### src/rtl/instr_fetch_unit_pkg.sv
// Shared types and constants for the decoupled instruction fetch stage.
// Queue entries carry the instruction together with its fetch address + 4.
package instr_fetch_unit_pkg;

    localparam int INSTR_W = 32;
    localparam int ADDR_W  = 32;

    localparam logic [INSTR_W-1:0] NOP_INSTR        = 32'h0;
    localparam logic [ADDR_W-1:0]  DEFAULT_RESET_PC = 32'h0;

    typedef struct packed {
        logic [INSTR_W-1:0] instr;
        logic [ADDR_W-1:0]  pc_plus4;
    } fetch_entry_t;

    function automatic logic [ADDR_W-1:0] next_word(input logic [ADDR_W-1:0] addr);
        return addr + ADDR_W'(4);
    endfunction

    function automatic logic [ADDR_W-1:0] word_align(input logic [ADDR_W-1:0] addr);
        return addr & ~ADDR_W'(3);
    endfunction

endpackage

### src/rtl/fetch_fifo.sv
// In-order prefetch queue of {instr, pc+4} entries with synchronous flush.
// Head is read combinationally; pointers carry one extra wrap bit.
module fetch_fifo
    import instr_fetch_unit_pkg::*;
#(
    parameter int  DEPTH = 4,
    localparam int PTR_W = $clog2(DEPTH) + 1
) (
    input  logic             clk,
    input  logic             rst_n,
    input  logic             push,
    input  logic             pop,
    input  logic             flush,
    input  fetch_entry_t     push_entry,
    output fetch_entry_t     head,
    output logic [PTR_W-1:0] count,
    output logic             empty,
    output logic             full
);

    fetch_entry_t     mem [DEPTH];
    logic [PTR_W-1:0] wr_ptr;
    logic [PTR_W-1:0] rd_ptr;
    logic             do_push;
    logic             do_pop;

    assign count   = wr_ptr - rd_ptr;
    assign empty   = (count == '0);
    assign full    = (count == PTR_W'(DEPTH));
    assign do_push = push && !full;
    assign do_pop  = pop && !empty;
    assign head    = mem[rd_ptr[PTR_W-2:0]];

    // Flush wins over any push or pop in the same cycle.
    always_ff @(posedge clk or negedge rst_n) begin
        if (!rst_n) begin
            wr_ptr <= '0;
            rd_ptr <= '0;
        end else if (flush) begin
            wr_ptr <= '0;
            rd_ptr <= '0;
        end else begin
            if (do_push) begin
                wr_ptr <= wr_ptr + PTR_W'(1);
            end
            if (do_pop) begin
                rd_ptr <= rd_ptr + PTR_W'(1);
            end
        end
    end

    always_ff @(posedge clk) begin
        if (do_push && !flush) begin
            mem[wr_ptr[PTR_W-2:0]] <= push_entry;
        end
    end

endmodule

### src/rtl/instr_fetch_unit.sv
// Decoupled IF stage: credit-limited word fetches over req/gnt/rvalid, in-order
// prefetch queue toward ID, and squash of in-flight fetches on a taken branch.
module instr_fetch_unit
    import instr_fetch_unit_pkg::*;
#(
    parameter int                DEPTH    = 4,
    parameter logic [ADDR_W-1:0] RESET_PC = DEFAULT_RESET_PC
) (
    input  logic               clk_i,
    input  logic               rst_i,
    output logic               imem_req_o,
    output logic [ADDR_W-1:0]  imem_addr_o,
    input  logic               imem_gnt_i,
    input  logic               imem_rvalid_i,
    input  logic [INSTR_W-1:0] imem_rdata_i,
    input  logic               redirect_i,
    input  logic [ADDR_W-1:0]  redirect_pc_i,
    input  logic               stall_i,
    output logic               if_valid_o,
    output logic [INSTR_W-1:0] if_instr_o,
    output logic [ADDR_W-1:0]  if_pc_o
);

    localparam int CNT_W = $clog2(DEPTH) + 1;
    localparam int IDX_W = $clog2(DEPTH);

    // Handshakes: a fetch is transferred on a cycle with imem_req_o && imem_gnt_i;
    // each transferred fetch returns exactly one imem_rvalid_i, in request order.
    // Toward ID, the head entry is consumed on a cycle with if_valid_o && !stall_i.

    logic [ADDR_W-1:0] fetch_pc;
    logic [CNT_W-1:0]  outstanding;
    logic [CNT_W-1:0]  discard;
    logic [CNT_W:0]    in_flight;
    logic              fire;
    logic              rsp_ok;
    logic              rsp_keep;
    logic              q_pop;

    logic [ADDR_W-1:0] tag_mem [DEPTH];
    logic [IDX_W-1:0]  tag_wr;
    logic [IDX_W-1:0]  tag_rd;

    fetch_entry_t      push_entry;
    fetch_entry_t      q_head;
    logic [CNT_W-1:0]  q_count;
    logic              q_empty;
    logic              q_full;

    // Every buffered or in-flight fetch holds one queue slot, so a push never finds the queue full.
    assign in_flight   = {1'b0, q_count} + {1'b0, outstanding};
    assign imem_req_o  = rst_i && !redirect_i && (in_flight < (CNT_W+1)'(DEPTH));
    assign imem_addr_o = fetch_pc;
    assign fire        = imem_req_o && imem_gnt_i;
    assign rsp_ok      = imem_rvalid_i && (outstanding != '0);
    assign rsp_keep    = rsp_ok && (discard == '0) && !redirect_i;
    assign q_pop       = !q_empty && !stall_i && !redirect_i;

    assign push_entry.instr    = imem_rdata_i;
    assign push_entry.pc_plus4 = tag_mem[tag_rd];

    assign if_valid_o = !q_empty;
    assign if_instr_o = q_empty ? NOP_INSTR : q_head.instr;
    assign if_pc_o    = q_empty ? '0 : q_head.pc_plus4;

    always_ff @(posedge clk_i or negedge rst_i) begin
        if (!rst_i) begin
            fetch_pc <= RESET_PC;
        end else if (redirect_i) begin
            fetch_pc <= word_align(redirect_pc_i);
        end else if (fire) begin
            fetch_pc <= next_word(fetch_pc);
        end
    end

    always_ff @(posedge clk_i or negedge rst_i) begin
        if (!rst_i) begin
            outstanding <= '0;
        end else begin
            outstanding <= outstanding + CNT_W'(fire) - CNT_W'(rsp_ok);
        end
    end

    // A redirect marks everything still in flight as stale; stacked redirects simply recount.
    always_ff @(posedge clk_i or negedge rst_i) begin
        if (!rst_i) begin
            discard <= '0;
        end else if (redirect_i) begin
            discard <= outstanding - CNT_W'(rsp_ok);
        end else if (rsp_ok && (discard != '0)) begin
            discard <= discard - CNT_W'(1);
        end
    end

    // Address tags follow every transferred fetch, stale or not, so they stay aligned with responses.
    always_ff @(posedge clk_i or negedge rst_i) begin
        if (!rst_i) begin
            tag_wr <= '0;
            tag_rd <= '0;
        end else begin
            if (fire) begin
                tag_wr <= tag_wr + IDX_W'(1);
            end
            if (rsp_ok) begin
                tag_rd <= tag_rd + IDX_W'(1);
            end
        end
    end

    always_ff @(posedge clk_i) begin
        if (fire) begin
            tag_mem[tag_wr] <= next_word(fetch_pc);
        end
    end

    fetch_fifo #(
        .DEPTH(DEPTH)
    ) u_fifo (
        .clk       (clk_i),
        .rst_n     (rst_i),
        .push      (rsp_keep),
        .pop       (q_pop),
        .flush     (redirect_i),
        .push_entry(push_entry),
        .head      (q_head),
        .count     (q_count),
        .empty     (q_empty),
        .full      (q_full)
    );

    a_rvalid_in_flight: assert property (@(posedge clk_i) disable iff (!rst_i)
        !(imem_rvalid_i && (outstanding == '0)));

    a_no_push_when_full: assert property (@(posedge clk_i) disable iff (!rst_i)
        !(rsp_keep && q_full));

endmodule
### config.mk
export PLATFORM = sky130hd
export DESIGN_NAME = instr_fetch_unit
export DESIGN_NICKNAME = d
export VERILOG_FILES = /design/src/rtl/instr_fetch_unit_pkg.sv /design/src/rtl/fetch_fifo.sv /design/src/rtl/instr_fetch_unit.sv
export SDC_FILE = /design/constraint.sdc
export NUM_CORES = 1
export LEC_CHECK = 0
export ABC_AREA = 0
export ABC_CLOCK_PERIOD_IN_PS = 4460
export BUFFER_PORTS_ARGS = -buffer_cell sky130_fd_sc_hd__buf_4
export CORE_MARGIN = 1
export CORE_UTILIZATION = 35
export CTS_CLUSTER_DIAMETER = 100
export DETAILED_ROUTE_END_ITERATION = 8
export GPL_ROUTABILITY_DRIVEN = 0
export PLACE_DENSITY = 0.54
export SLEW_MARGIN = 15
export SYNTH_ARGS = -nofsm -noshare
export SYNTH_HDL_FRONTEND = slang
export SYNTH_SLANG_ARGS = --single-unit
### constraint.sdc
create_clock -name clk_i -period 4.46 [get_ports clk_i]
set_clock_uncertainty 0.15 [all_clocks]
set_input_delay 0.669 -clock clk_i [delete_from_list [all_inputs] [get_ports clk_i]]
set_output_delay 0.669 -clock clk_i [all_outputs]
set_load 0.02 [all_outputs]
==> impl_metrics.py, run 1 <==
metrics = {
    "critical_path": {
        "crit_top_cell": "buf_4",
        "crit_path_start_kind": "flip-flop",
        "crit_family": "buffers and inverters",
        "setup.worst_path.end_class": "output pin",
        "crit_start": "u_fifo.rd_ptr[0]",
        "crit_fanout": 34,
        "slowest_stage": "buf_4",
        "timing_worst_setup_path_type": "flip-flop to output pin",
        "crit_path_end": "if_pc_o[8]",
        "slowest_delay_ps": 720,
        "worst-r2r-setup-slack_ps": 700,
        "reg2regPathDepth": 15,
        "crit_chain": "buf_4, buf_4, mux4_2, nor2b_1, buf_4",
        "required_ps": 3640,
        "cp.buffers_inverters": 3,
        "worstReg2RegEnd": "outstanding[2]",
        "reg2reg_from": "u_fifo.wr_ptr[0]",
        "worstPathArrival_ps": 3180,
        "cp.depth": 5,
    },
    "drt": {
        "drtAntennaViolNets": 0,
        "drc": 0,
        "dr.pass1.iters": 6,
        "routed_via_density": 4.99,
        "totalWireLength_um": 35200,
        "vias": 8753,
        "wl_per_cell_um": 20.1,
        "drt_iter0_drc": 507,
    },
    "global_routing": {
        "grtUsageMet3_pct": 2.82,
        "grt_pass1_wl_um": 54800,
        "busiest_layer": "met2",
        "grt_pass1_vias": 9178,
        "grt_antenna_before_repair": 0,
        "grt_usage_pct": 14.6,
        "grt_max_degree": 67,
        "grt.overflow.total": 0,
        "globalRouteMet1Util_pct": 21.0,
        "use_met2_pct": 22.6,
    },
    "synthesis": {
        "seq_area_frac_synth_pct": 72.1,
        "synth_top_area_share_pct": 65.3,
        "yosys_warnings": 0,
        "synth-edff-count": 368,
        "synth_ff_type": "edfxtp_1",
        "yosysMostFrequentCell": "edfxtp_1",
        "yosysTopAreaCell": "edfxtp_1",
        "synthArstFlopShare_pct": 11.1,
        "synth-seq-cells": 414,
        "syn_area_per_cell_um2": 18.3,
        "postSynthCellCount": 922,
        "mappedNetlistArea_mm2": 0.0169,
        "ys_top_cells_by_count": "edfxtp_1 (368), mux4_2 (92), nor2b_1 (63), dfrtp_1 (46), nand2_1 (42)",
        "synth.area.top_cells": "edfxtp_1 (65%), mux4_2 (12%), dfrtp_1 (6.8%)",
        "synth_cell_type_count": 53,
    },
    "sta": {
        "max-slew-margin-rel_pct": 29.7,
        "fmax_mhz": 250,
        "hold_slack_ps": 103,
        "finalSetupViolCount": 0,
        "finalMaxSlewViolations": 0,
        "hold_viol_final": 0,
        "worst_slew_pin_slew_ps": 1050,
        "fin_tns_setup_ps": 0,
        "fin_crit_sh_pct": 89.7,
        "rsz0062_at_grt": "false",
        "period_minus_slack_ps": 4000,
        "worst_slack_ps": 458,
    },
    "status": {
        "status": "finished, final reports clean",
    },
    "placed_design": {
        "hpwlAfterDp_um": 20800,
        "post-place-ws_ps": 659,
        "io_buffers": 161,
    },
    "clock_tree": {
        "clk_latency_ps": 560,
        "cts_buffers": 46,
        "cts.sink_count": 414,
        "clock-root-buffer": "clkbuf_16",
        "clk_path_buf_depth": 3,
        "cts_tree": "built",
        "clk_pin_slew_worst_paths_ps": 60,
        "hold_buffers": 0,
        "cts_resized": 0,
        "postCtsSetupBuffers": 0,
        "htree_levels": 2,
    },
    "hold_path": {
        "min_path_type": "primary input to async pin",
    },
    "floorplanning": {
        "start_util_pct": 35.4,
        "die-area_mm2": 0.0492,
        "ios": 168,
        "dieHeight_um": 222,
        "design.core.area_mm2": 0.0477,
        "die_width_um": 222,
        "num_rows": 80,
    },
    "layout": {
        "fin_nets": 1194,
        "nFillCells": 4266,
        "drive_above_1_share_pct": 31.2,
        "final_util_pct": 42.7,
        "area_delta_synth_final_pct": 20.5,
    },
    "power_and_ir_drop": {
        "powerDensity_mw_per_mm2": 584,
        "ir_worst_vdd_v": 0.000388,
        "total_power_w": 0.0119,
        "p_leak_nw": 7.02,
    },
    "flow_run": {
        "drv_cap": 0,
    },
}
==> layout make-up <==
| type | instances | area [um^2] | area share (%) |
|---|---|---|---|
| flip-flops and latches | 414 | 12200 | 59.9 |
| repair buffers | 182 | 1430 | 7.01 |
| multi-input cells | 440 | 4420 | 21.7 |
| clock inverters | 24 | 224 | 1.10 |
| clock buffers | 58 | 1260 | 6.18 |
| inverters | 19 | 71.3 | 0.350 |
| diodes | 1 | 2.50 | 0.0123 |
| well taps | 615 | 769 | 3.78 |
==> worst min path at each step <==
| stage | start | to | cells after the start |
|---|---|---|---|
| global route | imem_rdata_i[25] | u_fifo.mem[3][57] | 1 |
| global placement | u_fifo.wr_ptr[2] | u_fifo.wr_ptr[2] | 2 |
| finish | rst_i | discard[0] | 2 |
| detailed placement | u_fifo.wr_ptr[2] | u_fifo.wr_ptr[2] | 2 |
| floorplan | rst_i | discard[0] | 0 |
| CTS | rst_i | discard[0] | 2 |
==> kinds of logic (layout without fill, tap and decap cells) <==
group	count (synthesis)	in the layout	synth area share, %
buffers and inverters	71	283	1.86
AOI/OAI and AO/OA	79	79	3.20
xor gates and xnor gates	40	40	2.15
muxes	94	94	12.4
and+or+nand+nor	202	202	6.61
DFF	414	414	72.1
other	1	5	0.0222
adders and majority gates	21	21	1.64
==> metrics by stage <==
stage	std cells	instance area, um^2
2_1_floorplan	925	16900
3_3_place_gp	1670	18900
3_5_place_dp	1670	18900
4_1_cts	1752	20400
5_1_grt	1752	20400
6_report	1753	20400
==> layer usage <==
layer  part of all wire (%)  wire (um)  vias up
met5                      0          0        -
met2                     46      16300      229
met3                    4.7       1670       39
met4                    1.6        561        0
met1                     47      16700     4482
li1                       -          -     4003
==> flip-flops by register name, indices dropped and copies added, names as in the netlist <==
name / count
u_fifo.wr_ptr: 3
imem_addr_o: 30
u_fifo.rd_ptr: 3
u_fifo.mem: 248
tag_wr: 2
tag_mem: 120
discard: 3
tag_rd: 2
outstanding: 3
==> power breakdown <==
part / internal (W) / leakage [nW] / switching [W]
combinational: 0.00140 / 2.43 / 0.00185
sequential: 0.00467 / 3.87 / 0.000281
clock: 0.00222 / 0.716 / 0.00149
total: 0.00829 / 7.02 / 0.00362
==> cell usage in the layout (no fill, tap or decap), types with 10 or more instances in the layout <==
cell / synthesis / routed
dfrtp_1: 46 / 42
o21ai_0: 23 / 23
nor2b_1: 63 / 63
ha_1: 19 / 19
xnor2_1: 27 / 27
nand2_1: 42 / 42
nor2_1: 25 / 25
clkbuf_16: 0 / 49
o311ai_0: 10 / 10
inv_1: 18 / 18
xor2_1: 12 / 12
buf_4: 6 / 177
edfxtp_1: 368 / 368
mux4_2: 92 / 92
a21oi_1: 10 / 10
nand3_1: 21 / 21
No activity file was read; power rests on OpenSTA's default activity.
==> inputs of run 2 (changes only) <==
CORE_ASPECT_RATIO = 1.1   (was not set)
==> run 2 against run 1 <==
  * Fmax fell by 0.60%
  * Register-to-register slack worse by 60 ps
  * Power increased by 0.30%
  * Non-clock buffer count rose by 7
  * Combinational power barely moved
  * Hold slack improved by 54 ps
  * Setup slack got worse by 24 ps
  * Flip-flop and latch count unchanged
  * Largest cell class unchanged
  * Sequential share of layout area fell by 0.24 points
  * Final cell count grew 1.8%
  * Highest routed layer unchanged
==> impl_metrics.py, run 2 (synthesized netlist as in run 1, its figures left out) <==
metrics = {
    "power_and_ir_drop": {
        "power_switching_w": 0.00361,
        "p_leak_nw": 7.06,
        "powerDensity_mw_per_mm2": 584,
        "ir_worst_vdd_v": 0.000331,
        "internal_power_w": 0.00834,
        "swShare_pct": 30.2,
        "clockPowerShare_pct": 31.5,
        "p_comb_share_pct": 27.2,
        "seq_power_share_pct": 41.4,
    },
    "placed_design": {
        "io_buffers": 161,
        "hpwlAfterDp_um": 21700,
    },
    "clock_tree": {
        "cts_resized": 0,
        "clock-root-buffer": "clkbuf_16",
        "cts_tree": "built",
        "cts.sink_count": 414,
        "postCtsSetupBuffers": 0,
        "cts_buffers": 44,
        "clk_pin_slew_worst_paths_ps": 60,
        "clk_latency_ps": 560,
        "hold_buffers": 0,
        "htree_levels": 2,
        "clk_path_buf_depth": 3,
    },
    "critical_path": {
        "crit_family": "buffers and inverters",
        "crit_chain": "buf_4, buf_4, mux4_2, nor2b_1, buf_4",
        "crit_fanout": 41,
        "crit_top_cell": "buf_4",
        "crit_start": "u_fifo.rd_ptr[0]",
        "required_ps": 3640,
        "crit_path_start_kind": "flip-flop",
        "slowest_delay_ps": 690,
        "reg2reg_from": "u_fifo.wr_ptr[0]",
        "slowest_stage": "buf_4",
        "cp.buffers_inverters": 3,
        "setup.worst_path.end_class": "output pin",
        "timing_worst_setup_path_type": "flip-flop to output pin",
        "worstPathArrival_ps": 3210,
    },
    "layout": {
        "fin_nets": 1199,
        "final_cell_mix": "edfxtp_1 (368), buf_4 (185), mux4_2 (92)",
        "final_common_cell": "edfxtp_1",
        "drive_above_1_share_pct": 32.0,
        "largest_reg_flops": 248,
        "antenna_cells": 0,
        "area_delta_synth_final_pct": 21.0,
        "final_util_pct": 42.9,
    },
    "sta": {
        "finalMaxSlewViolations": 0,
        "rsz0062_at_grt": "false",
        "period_minus_slack_ps": 4030,
        "finalSetupViolCount": 0,
        "max-slew-margin-rel_pct": 30.8,
        "fin_crit_sh_pct": 90.3,
        "fmax_mhz": 248,
        "fin_tns_setup_ps": 0,
        "hold_viol_final": 0,
        "worst_slew_pin_slew_ps": 1040,
    },
    "drt": {
        "drt_iter0_drc": 411,
        "wl_per_cell_um": 19.8,
        "vias": 8803,
        "routed_via_density": 4.93,
        "totalWireLength_um": 35400,
        "drc": 0,
        "drtAntennaViolNets": 0,
        "dr.pass1.iters": 7,
    },
    "global_routing": {
        "grt_max_degree": 65,
        "grt_usage_pct": 14.7,
        "grt.overflow.total": 0,
        "grt_pass1_vias": 8988,
        "grt_antenna_before_repair": 0,
        "grt_pass1_wl_um": 54000,
    },
    "floorplanning": {
        "die_width_um": 212,
        "num_rows": 84,
        "design.core.area_mm2": 0.0477,
        "die-area_mm2": 0.0492,
        "start_util_pct": 35.4,
        "ios": 168,
        "dieHeight_um": 233,
    },
    "hold_path": {
        "min-delay-start": "imem_rdata_i[9]",
        "min_path_type": "primary input to flip-flop",
    },
    "flow_run": {
        "drv_cap": 0,
    },
    "status": {
        "status": "finished, final reports clean",
    },
}
run 2: changes by cell type in the layout (fill, tap and decap cells not counted), moves of 2 or more:
cell	before	now
buf_4	177	185
clkinv_1	8	2
clkbuf_16	49	46
clkbuf_8	0	3
bufinv_16	4	6
run 2: final cells by class:
type / count / area, um^2
clock buffers: 57 / 1220
well taps: 645 / 807
inverters: 19 / 71.3
flip-flops and latches: 414 / 12200
multi-input cells: 440 / 4420
fillers: 4282 / 27300
repair buffers: 189 / 1470
clock inverters: 21 / 268
run 2: final timing paths:
kind                                      to  slack, ps  depth (start not counted)
max                              if_pc_o[13]        430                          5
min                        u_fifo.mem[2][41]        160                          1
max reg2reg                   tag_mem[2][15]        640                         11
min reg2reg                 u_fifo.wr_ptr[2]        390                          2
max in group asynchronous   u_fifo.rd_ptr[0]       3460                          2
min in group asynchronous          tag_wr[0]        170                          2
run 2: power groups by stage:
stage	Combinational [W]	Sequential (W)	Clock, W
finish	0.00324	0.00494	0.00376
global placement	0.00330	0.00502	0
detailed placement	0.00333	0.00503	0
global route	0.00353	0.00498	0.00402
CTS	0.00334	0.00495	0.00389
floorplan	0.00210	0.00492	0
run 2: metal layers:
metal	track usage [%]	vias to the layer above	part of all wire, %
met5	0	-	0
li1	-	4014	-
met1	19.9	4525	46
met4	4.26	0	2.1
met3	3.08	54	4.5
met2	23.7	210	48
run 2: through the flow:
| stage | instance area (um^2) | power, W | std cells | hold WS [ps] | setup slack (ps) |
|---|---|---|---|---|---|
| after detailed placement | 19000 | 0.00836 | 1707 | 379 | 617 |
| after global placement | 19000 | 0.00832 | 1707 | 378 | 695 |
| final | 20500 | 0.0119 | 1785 | 158 | 434 |
| after CTS | 20500 | 0.0122 | 1785 | 105 | 251 |
| after global routing | 20500 | 0.0125 | 1785 | 120 | 143 |
| after floorplan | 16900 | 0.00702 | 925 | 223 | 46.4 |
